===== src/rtl/dkey_pkg.sv =====
// dkey_pkg: shared state encoding and default key for the serial key transmitter.
package dkey_pkg;
  typedef enum logic [1:0] {IDLE, PRE, SEND} dkey_state_t;
  localparam int DKEY_DEFAULT_LEN = 6;
  localparam logic [DKEY_DEFAULT_LEN-1:0] DKEY_DEFAULT_CODE = 6'b101100;
endpackage


===== src/rtl/dkey_piso.sv =====
// dkey_piso: parallel-load, MSB-first shift register.
module dkey_piso
  import dkey_pkg::*;
#(
  parameter int W = DKEY_DEFAULT_LEN
) (
  input  logic         clk,
  input  logic         clear,
  input  logic         load,
  input  logic         shift,
  input  logic [W-1:0] data,
  output logic         msb
);
  logic [W-1:0] r_sr;
  always_ff @(posedge clk)
    r_sr <= clear ? '0 : load ? data : shift ? r_sr << 1 : r_sr;
  assign msb = r_sr[W-1];
endmodule


===== src/rtl/dkey_tx.sv =====
// dkey_tx: latches a key on start, shifts it out MSB-first, then captures unlock.
// Optional preamble of PRE_LEN zero bits when DKEY_PREAMBLE_EN is defined.
module dkey_tx
  import dkey_pkg::*;
#(
  parameter int CODE_LEN = DKEY_DEFAULT_LEN,
  parameter int PRE_LEN  = 2
) (
  input  logic                clk,
  input  logic                clear,
  input  logic                start,
  input  logic [CODE_LEN-1:0] code,
  input  logic                unlock,
  output logic                b_out,
  output logic                b_valid,
  output logic                busy,
  output logic                done,
  output logic                granted
);
  localparam int CW = $clog2(CODE_LEN + PRE_LEN + 1);
  dkey_state_t         r_state;
  logic [CW-1:0]       r_cnt;
  logic                r_b_out, r_b_valid, r_busy, r_done, r_granted;
  logic                w_msb, w_load, w_shift;
  logic [CODE_LEN-1:0] w_load_data;
  assign w_load = (r_state == IDLE) && start;
`ifdef DKEY_PREAMBLE_EN
  // The register holds the whole key; its MSB is taken when PRE hands over to SEND.
  assign w_load_data = code;
  assign w_shift = (r_state == SEND && r_cnt != '0) || (r_state == PRE && r_cnt == '0);
`else
  // The first bit goes straight to b_out at acceptance, so the register starts one bit ahead.
  assign w_load_data = code << 1;
  assign w_shift = (r_state == SEND) && (r_cnt != '0);
`endif
  dkey_piso #(.W(CODE_LEN)) u_piso (
    .clk  (clk),
    .clear(clear),
    .load (w_load),
    .shift(w_shift),
    .data (w_load_data),
    .msb  (w_msb)
  );
  always_ff @(posedge clk) begin
    if (clear) begin
      r_state   <= IDLE;
      r_cnt     <= '0;
      r_b_out   <= 1'b0;
      r_b_valid <= 1'b0;
      r_busy    <= 1'b0;
      r_done    <= 1'b0;
      r_granted <= 1'b0;
    end else begin
      r_done <= 1'b0;
      case (r_state)
        IDLE: if (start) begin
          r_granted <= 1'b0;
          r_busy    <= 1'b1;
          r_b_valid <= 1'b1;
`ifdef DKEY_PREAMBLE_EN
          r_state   <= PRE;
          r_cnt     <= CW'(PRE_LEN - 1);
          r_b_out   <= 1'b0;
`else
          r_state   <= SEND;
          r_cnt     <= CW'(CODE_LEN - 1);
          r_b_out   <= code[CODE_LEN-1];
`endif
        end
`ifdef DKEY_PREAMBLE_EN
        PRE: if (r_cnt == '0) begin
          r_state <= SEND;
          r_cnt   <= CW'(CODE_LEN - 1);
          r_b_out <= w_msb;
        end else
          r_cnt <= r_cnt - 1'b1;
`endif
        SEND: if (r_cnt == '0) begin
          r_state   <= IDLE;
          r_granted <= unlock;
          r_done    <= 1'b1;
          r_b_out   <= 1'b0;
          r_b_valid <= 1'b0;
          r_busy    <= 1'b0;
        end else begin
          r_cnt   <= r_cnt - 1'b1;
          r_b_out <= w_msb;
        end
        default: r_state <= IDLE;
      endcase
    end
  end
  assign b_out   = r_b_out;
  assign b_valid = r_b_valid;
  assign busy    = r_busy;
  assign done    = r_done;
  assign granted = r_granted;
endmodule


===== config.mk =====
export PLATFORM = sky130hd
export DESIGN_NAME = dkey_tx
export DESIGN_NICKNAME = d
export VERILOG_FILES = /design/src/rtl/dkey_pkg.sv /design/src/rtl/dkey_piso.sv /design/src/rtl/dkey_tx.sv
export SDC_FILE = /design/constraint.sdc
export NUM_CORES = 1
export LEC_CHECK = 0
export ABC_AREA = 1
export BUFFER_PORTS_ARGS = -buffer_cell sky130_fd_sc_hd__buf_4
export CAP_MARGIN = 20
export CORE_AREA = 2 2 42 44
export DETAILED_ROUTE_END_ITERATION = 12
export DIE_AREA = 0 0 44 46
export PLACE_DENSITY = 0.79
export SETUP_SLACK_MARGIN = 0.02
export SLEW_MARGIN = 20
export SYNTH_ARGS = -nofsm -noshare
export SYNTH_HDL_FRONTEND = slang
export SYNTH_HIERARCHICAL = 1
export SYNTH_SLANG_ARGS = --single-unit

===== constraint.sdc =====
create_clock -name clk -period 1.4 [get_ports clk]
set_clock_uncertainty 0.1 [all_clocks]
set_input_delay 0.21 -clock clk [delete_from_list [all_inputs] [get_ports clk]]
set_output_delay 0.21 -clock clk [all_outputs]
set_load 0.03 [all_outputs]

Word level (Yosys, flattened, before mapping)
Index checks and enable logic that the tools add are counted.
{"block": "word_totals", "register_bits": 16, "input_bits": 10, "output_inout_bits": 5}
{"block": "classes", "addsub": 1, "eq_ne": 4, "mux": 18, "n_bitwise": 1, "n_reduce_logical": 12}
{"op": "$mux 6", "n": 2}
{"op": "$mux 4", "n": 2}
{"op": "$pmux 4 s2", "n": 1}
{"op": "$mux 1", "n": 7}
{"op": "$pmux 1 s2", "n": 3}
{"op": "$reduce_and 3->1", "n": 2}
{"op": "$logic_not 4->1", "n": 1}
{"op": "$mux 2", "n": 2}
{"op": "$ne 2x2->1 const B", "n": 2}
{"op": "$pmux 2 s2", "n": 1}
{"op": "$reduce_and 2->1", "n": 2}
{"op": "$reduce_bool 2->1", "n": 2}
{"op": "$reduce_bool 4->1", "n": 1}
{"op": "$sub 4x1->4 const B", "n": 1}
{"op": "$eq 2x2->1 const B", "n": 1}
{"op": "$logic_and 1x1->1", "n": 2}
{"op": "$logic_not 2->1", "n": 1}
{"op": "$ne 2x1->1 const B", "n": 1}
{"op": "$reduce_or 2->1", "n": 1}
{"op": "$not 1->1", "n": 1}

Depth between registers and ports, before layout
Gate-level depths: netlist of the first run.
{"block": "logic_depth", "depth_word": 4, "depth_mapped": 8, "depth_no_buf": 8}

Hierarchy
The synthesis of the first run kept the hierarchy.
{"module": "dkey_tx", "instances": 1, "cells_per_inst": 56, "area_each_um2": 379.1, "seq_area_each_um2": 160.2}
{"module": "dkey_piso", "instances": 1, "cells_per_inst": 45, "area_each_um2": 281.5, "seq_area_each_um2": 120.1}

Worst setup path after synthesis of the first run
Ideal clock, no wire load.
{"block": "synth_timing", "path_type": "register to register", "start": "register busy (netlist name)", "end": "register u_piso.r_sr[1]", "setup_time_ps": 109, "arrival_ps": 1287, "t_required_ps": 1191, "setup_slack_ps": -96, "path_stages_with_launch": 8, "path_cell_list": "dfxtp_1 -> inv_1 -> a21oi_2 -> nor2_2 -> nand2_1 -> nand3_1 -> nand2_1 -> inv_1"}
{"item": "to (signal assigned)", "line_no": "dkey_piso.sv:16", "source": "r_sr <= clear ? '0 : load ? data : shift ? r_sr << 1 : r_sr;"}
{"item": "to (decl)", "line_no": "dkey_piso.sv:14", "source": "logic [W-1:0] r_sr;"}

Worst setup path in the final report of the first run
{"block": "layout_timing", "start": "register r_cnt[1]", "end": "register u_piso.r_sr[3]"}
{"block": "layout_via", "elab_chain_cells": 3}
{"item": "from (decl)", "line_no": "dkey_tx.sv:22", "source": "logic [CW-1:0] r_cnt;"}
{"item": "from (signal assigned)", "line_no": "dkey_tx.sv:66", "source": "r_cnt <= CW'(CODE_LEN - 1);"}
{"item": "from (signal assigned)", "line_no": "dkey_tx.sv:86", "source": "r_cnt <= r_cnt - 1'b1;"}
{"item": "$reduce_bool 4->1", "line_no": "dkey_tx.sv:34", "source": "assign w_shift = (r_state == SEND) && (r_cnt != '0);"}
{"item": "$logic_and 1x1->1", "line_no": "dkey_tx.sv:34"}
{"item": "via w_shift", "line_no": "dkey_tx.sv:24", "source": "logic w_msb, w_load, w_shift;"}
{"item": "$reduce_bool 2->1 (no line)"}
The timed path passes the listed nets, and every way through them passes these cells.
A chain may end at the register's enable or synchronous reset.

==> results.toml, run 1 <==
[logic_synthesis]
synth_area_um2 = 661
synth-edff-count = 0
synth_warnings = 6
synth-seq-cells = 14
syn-num-nets = 112
synth.distinct_cells = 14
synth_top_flop_cell = "dfxtp_1"
synth_area_per_cell_um2 = 6.54
synth_cells = 101
async_flop_share_pct = 0
yosysSeqAreaShare_pct = 42.4

[cts]
clk_pin_slew_ns = 0.08
clockBufferDepth = 2
root_buffer = "clkbuf_4"
cts_hold_buffers = 0
cts_sinks = 14
clock_insertion_delay_worst_skew_ns = 0.28
cts_tree = "yes"
cts_buffers = 3
htree_levels = 1

[setup_path]
ff2ff_path_depth = 8
cp.arrival_ns = 1.49
critPathLaunchType = "flip-flop"
path_class = "flip-flop to flip-flop"
cp-end-kind = "flip-flop"
required_ns = 1.49
crit_fanout = 8

[grt]
grt_pass1_wl_um = 2310
antenna_found_initial = 0
grt_remaining_overflow = 0
grt_pass1_vias = 542
grt_max_degree = 11
grtUsageTotal_pct = 16.4

[placed_design]
numPlacedInstances = 134
placed_cell_area_um2 = 813
io_buffers = 14
dp_hpwl_um = 1010
gp_congestion = 0.905

[outcome]
violations = "setup timing"
status = "finished, violations left"

[timing]
final_max_slew_viol_count = 0
worst_slack_ns = -0.00279
hold_violations = 0
fmax_mhz = 713
post-route-min-period_ns = 1.40
tns_ns = -0.00279
setup_viol = 1
post-route-period-util_pct = 100
rsz0062_at_grt = "yes"

[drt]
ant_nets = 0
totalWireLength_um = 1600
wl_per_cell_um = 11.6
avgViaCountPerCell = 4.92
first_pass_iters = 4
drc_errors = 0
initialDrtViolationCount = 25
vias = 679

[final_layout]
drive_above_1_share_pct = 29.8
final_area_um2 = 886
final_cells = 138
diodes = 0
nets = 134
final_core_util_pct = 54.9
areaGrowthSynthToFinish_pct = 34.1

[floorplanning]
fp.dieArea_mm2 = 0.00202
core-area_mm2 = 0.00161
fp.dieH_um = 46
rows = 15
die_width_um = 44
io_pins = 15
start_util_pct = 40.9

[power]
p_int_mw = 0.655
powerDensity_mw_per_mm2 = 1110
swShare_pct = 33.6
p_leak_nw = 0.442
seqPwrFrac_pct = 47.2
power_frac_comb_pct = 29.0
vdd_drop_max_v = 0.000591
clkPwrFrac_pct = 23.8
p_switching_mw = 0.332

[min_path]
worstHoldPathType = "primary input to flip-flop"
hold_depth = 2

[job]
maxCapViolCount = 0
layout by cell type (no fill, tap or decap), drive strengths merged:
cell	n
nand3	12
buf	19
o31ai	1
nand2	34
nor2	7
o21ai	3
a21oi	9
inv	17
dfxtp	14
ha	1
conb	1
clkbuf	3
stage by stage:
stage               hold WS (ns)  total power, mW  setup slack [ns]
floorplan                  0.175            0.632            0.0519
global placement           0.353            0.715            0.0501
detailed placement         0.362            0.718            0.0133
CTS                       0.0576            0.956            0.0276
global route              0.0602             1.04           -0.0671
finish                    0.0655            0.987          -0.00279
sequential cells by signal (all words and copies together) (netlist names):
| name | count |
|---|---|
| u_piso/r_sr | 6 |
| busy | 1 |
| b_out | 1 |
| r_cnt | 4 |
| granted | 1 |
| done | 1 |
routing by layer:
metal / up-vias / global-route usage (%) / share of wire (%)
li1: 350 / - / -
met1: 298 / 21.1 / 45
met2: 26 / 24.4 / 48
met3: 5 / 2.38 / 3.7
met4: 0 / 12.7 / 2.7
met5: - / 0 / 0
synthesized netlist by cell type (3+ instances only):
cell | instances | area (µm²)
nor2_1 | 6 | 22.5
o21ai_0 | 3 | 15.0
a21oi_1 | 8 | 40.0
nand3_1 | 12 | 60.1
dfxtp_1 | 14 | 280
nand2_1 | 34 | 128
inv_1 | 17 | 63.8
kinds of logic after synthesis:
group | count (synthesis) | share of synthesized area, %
and+or+nand+nor | 53 | 32.8
buffers and inverters | 19 | 11.6
DFF | 14 | 42.4
AOI/OAI and AO/OA | 13 | 10.8
adders and majority gates | 1 | 1.89
other | 1 | 0.568
worst max-delay path: stages, from the launching register on:
cell and delay [ns]:
dfxtp_2 0.35, inv_2 0.05, ha_4 0.16, a21oi_4 0.28
nor2_4 0.10, nand2_1 0.08, nand3_1 0.08, nand2_1 0.08
inv_1 0.03
power by group through the flow:
stage | Combinational [mW] | Sequential, mW | Clock (mW)
final | 0.287 | 0.466 | 0.235
after global routing | 0.315 | 0.470 | 0.254
after CTS | 0.260 | 0.462 | 0.234
after detailed placement | 0.248 | 0.470 | 0
after global placement | 0.246 | 0.469 | 0
after floorplan | 0.150 | 0.482 | 0
layout make-up:
type | instances | area, µm²
Clock buffer | 3 | 22.5
Fill cell | 134 | 728
Inverter | 17 | 63.8
Multi-Input combinational cell | 68 | 348
Sequential cell | 14 | 284
Tap cell | 17 | 21.3
Timing Repair Buffer | 19 | 146
what timing repair did:
item	CTS	global route
gates resized for setup	4	10
setup buffers	0	1
pin swaps	1	7
endpoints found under the setup margin	5	12
cloned	0	0
path summary, 6_finish.rpt:
path / startpoint / end / slack, ns
worst min register to register: granted / granted / 0.38
worst max-delay path: r_cnt[1] / u_piso/r_sr[3] / -0.003
worst min-delay path: clear / r_cnt[1] / 0.07
worst max register to register: r_cnt[1] / u_piso/r_sr[3] / -0.003
(Power assumes the default switching activity.)
==> run 2: changes to the inputs <==
--- a/config.mk
+++ b/config.mk
@@ -11,7 +11,7 @@
 export CORE_AREA = 2 2 42 44
 export DETAILED_ROUTE_END_ITERATION = 12
 export DIE_AREA = 0 0 44 46
-export PLACE_DENSITY = 0.79
+export PLACE_DENSITY = 0.68
 export SETUP_SLACK_MARGIN = 0.02
 export SLEW_MARGIN = 20
 export SYNTH_ARGS = -nofsm -noshare
==> results.toml, run 2 (synthesis gave the netlist of run 1 again) <==
[min_path]
holdPathEnd = "u_piso/r_sr[2]"
min_from = "clear"
worstHoldPathType = "primary input to flip-flop"
hold_depth = 2

[setup_path]
critPathLaunchType = "flip-flop"
ff2ff_path_depth = 8
regToRegSetupSlack_ns = 0.12
critPathBufInv = 2
cp-end-kind = "flip-flop"
crit_fanout = 7
cp_slowest_cell = "dfxtp_2"
cp.arrival_ns = 1.36
required_ns = 1.48
cpMostUsedCell = "nand2_1"
r2r-start = "r_cnt[1]"
path_class = "flip-flop to flip-flop"
critPathTopFamily = "flip-flops"
max_stage_delay_ns = 0.35
crit_path_cell_trace = "inv_2 -> ha_4 -> a21oi_4 -> nor2_4 -> nand2_1 -> nand3_1 -> nand2_1 -> inv_1"
r2r-end = "u_piso/r_sr[3]"

[cts]
post_cts_buffers = 0
clock_insertion_delay_worst_skew_ns = 0.27
clk_pin_slew_ns = 0.08
htree_levels = 1
cts_sinks = 14
cts_tree = "yes"
root_buffer = "clkbuf_4"
cts_buffers = 3
clockBufferDepth = 2
cts_hold_buffers = 0

[drt]
totalWireLength_um = 1380
initialDrtViolationCount = 12
drc_errors = 0
first_pass_iters = 4
avgViaCountPerCell = 4.66
wl_per_cell_um = 10.1
ant_nets = 0
vias = 638

[final_layout]
largest_reg_flops = 6
areaGrowthSynthToFinish_pct = 32.2
layout_common_cells = "nand2_1 (32), buf_4 (17), inv_1 (15)"
largestRegisters = "u_piso/r_sr: 6 flops, r_cnt: 4 flops"
nets = 133
diodes = 0
largest-register = "u_piso/r_sr"
layout_commonest_cell = "nand2_1"
final_core_util_pct = 54.1
drive_above_1_share_pct = 27.5
final_area_um2 = 873
final_cells = 137

[power]
power_mw = 0.960
vdd_drop_max_v = 0.000577
p_leak_nw = 0.436
powerDensity_mw_per_mm2 = 1100

[job]
maxCapViolCount = 0

[floorplanning]
start_util_pct = 40.9
fp.dieH_um = 46
rows = 15
die_width_um = 44
io_pins = 15
fp.dieArea_mm2 = 0.00202
core-area_mm2 = 0.00161

[timing]
tns_ns = 0
post-route-period-util_pct = 91.3
setup_viol = 0
rsz0062_at_grt = "no"
post-route-min-period_ns = 1.28
fmax_mhz = 782
final_max_slew_viol_count = 0
hold_violations = 0

[grt]
grtUsageTotal_pct = 15.8
use_met3_pct = 1.19
met2_usage_pct = 22.9
met1_usage_pct = 22.0
grt_max_degree = 11
grt_pass1_wl_um = 2330
antenna_found_initial = 0
grt-busiest-layer = "met2"
grt_pass1_vias = 567
grt_remaining_overflow = 0

[placed_design]
numPlacedInstances = 134
gp_congestion = 0.761
io_buffers = 14
dp_hpwl_um = 1030
placed_cell_area_um2 = 813

[outcome]
status = "finished, final reports clean"
-- run 2: layout make-up --
cell class	count	area (µm²)
multi-input combinational	68	340
clock buffer	3	22.5
inverter	17	63.8
sequential	14	287
fill	154	741
timing repair buffer	18	139
tap	17	21.3
-- run 2: through the flow --
step	hold WS, ns	worst slack (ns)
2_1_floorplan	0.175	0.0519
6_report	0.0741	0.122
3_3_place_gp	0.354	0.0260
3_5_place_dp	0.353	0.0257
5_1_grt	0.0743	0.0273
4_1_cts	0.0670	0.0343
-- run 2: worst max-delay path by stage --
stage                         from             end  cells past startpoint  slack (ns)
final                     r_cnt[1]  u_piso/r_sr[3]                      8        0.12
after global routing      r_cnt[1]        r_cnt[2]                      9        0.03
after CTS                 r_cnt[1]  u_piso/r_sr[3]                      8        0.03
after global placement    r_cnt[1]  u_piso/r_sr[3]                      8        0.03
after floorplan           r_cnt[0]  u_piso/r_sr[1]                      8        0.05
after detailed placement  r_cnt[1]  u_piso/r_sr[3]                      8        0.03
-- run 2: routing by layer --
| layer | wire, µm | vias up |
|---|---|---|
| li1 | - | 348 |
| met1 | 689 | 275 |
| met2 | 624 | 13 |
| met3 | 45 | 2 |
| met4 | 19 | 0 |
| met5 | 0 | - |
-- run 2: power breakdown --
part | leakage (nW) | internal, mW | switching (mW) | total [mW]
Combinational | 0.306 | 0.116 | 0.160 | 0.276
Clock | 0.0138 | 0.0995 | 0.122 | 0.221
Sequential | 0.117 | 0.436 | 0.0270 | 0.463
Total | 0.436 | 0.651 | 0.309 | 0.960
-- run 2: worst register-to-register path, cell delays in order, from the launching register on --
cell and delay [ns]:
dfxtp_2 0.35, inv_2 0.04, ha_4 0.16, a21oi_4 0.23
nor2_4 0.08, nand2_1 0.06, nand3_1 0.06, nand2_1 0.06
inv_1 0.04
-- run 2: timing repair --
item / 4_1_cts / 5_1_grt
pin swaps: 1 / 3
resized for setup: 1 / 13
endpoints found under the setup margin: 2 / 12
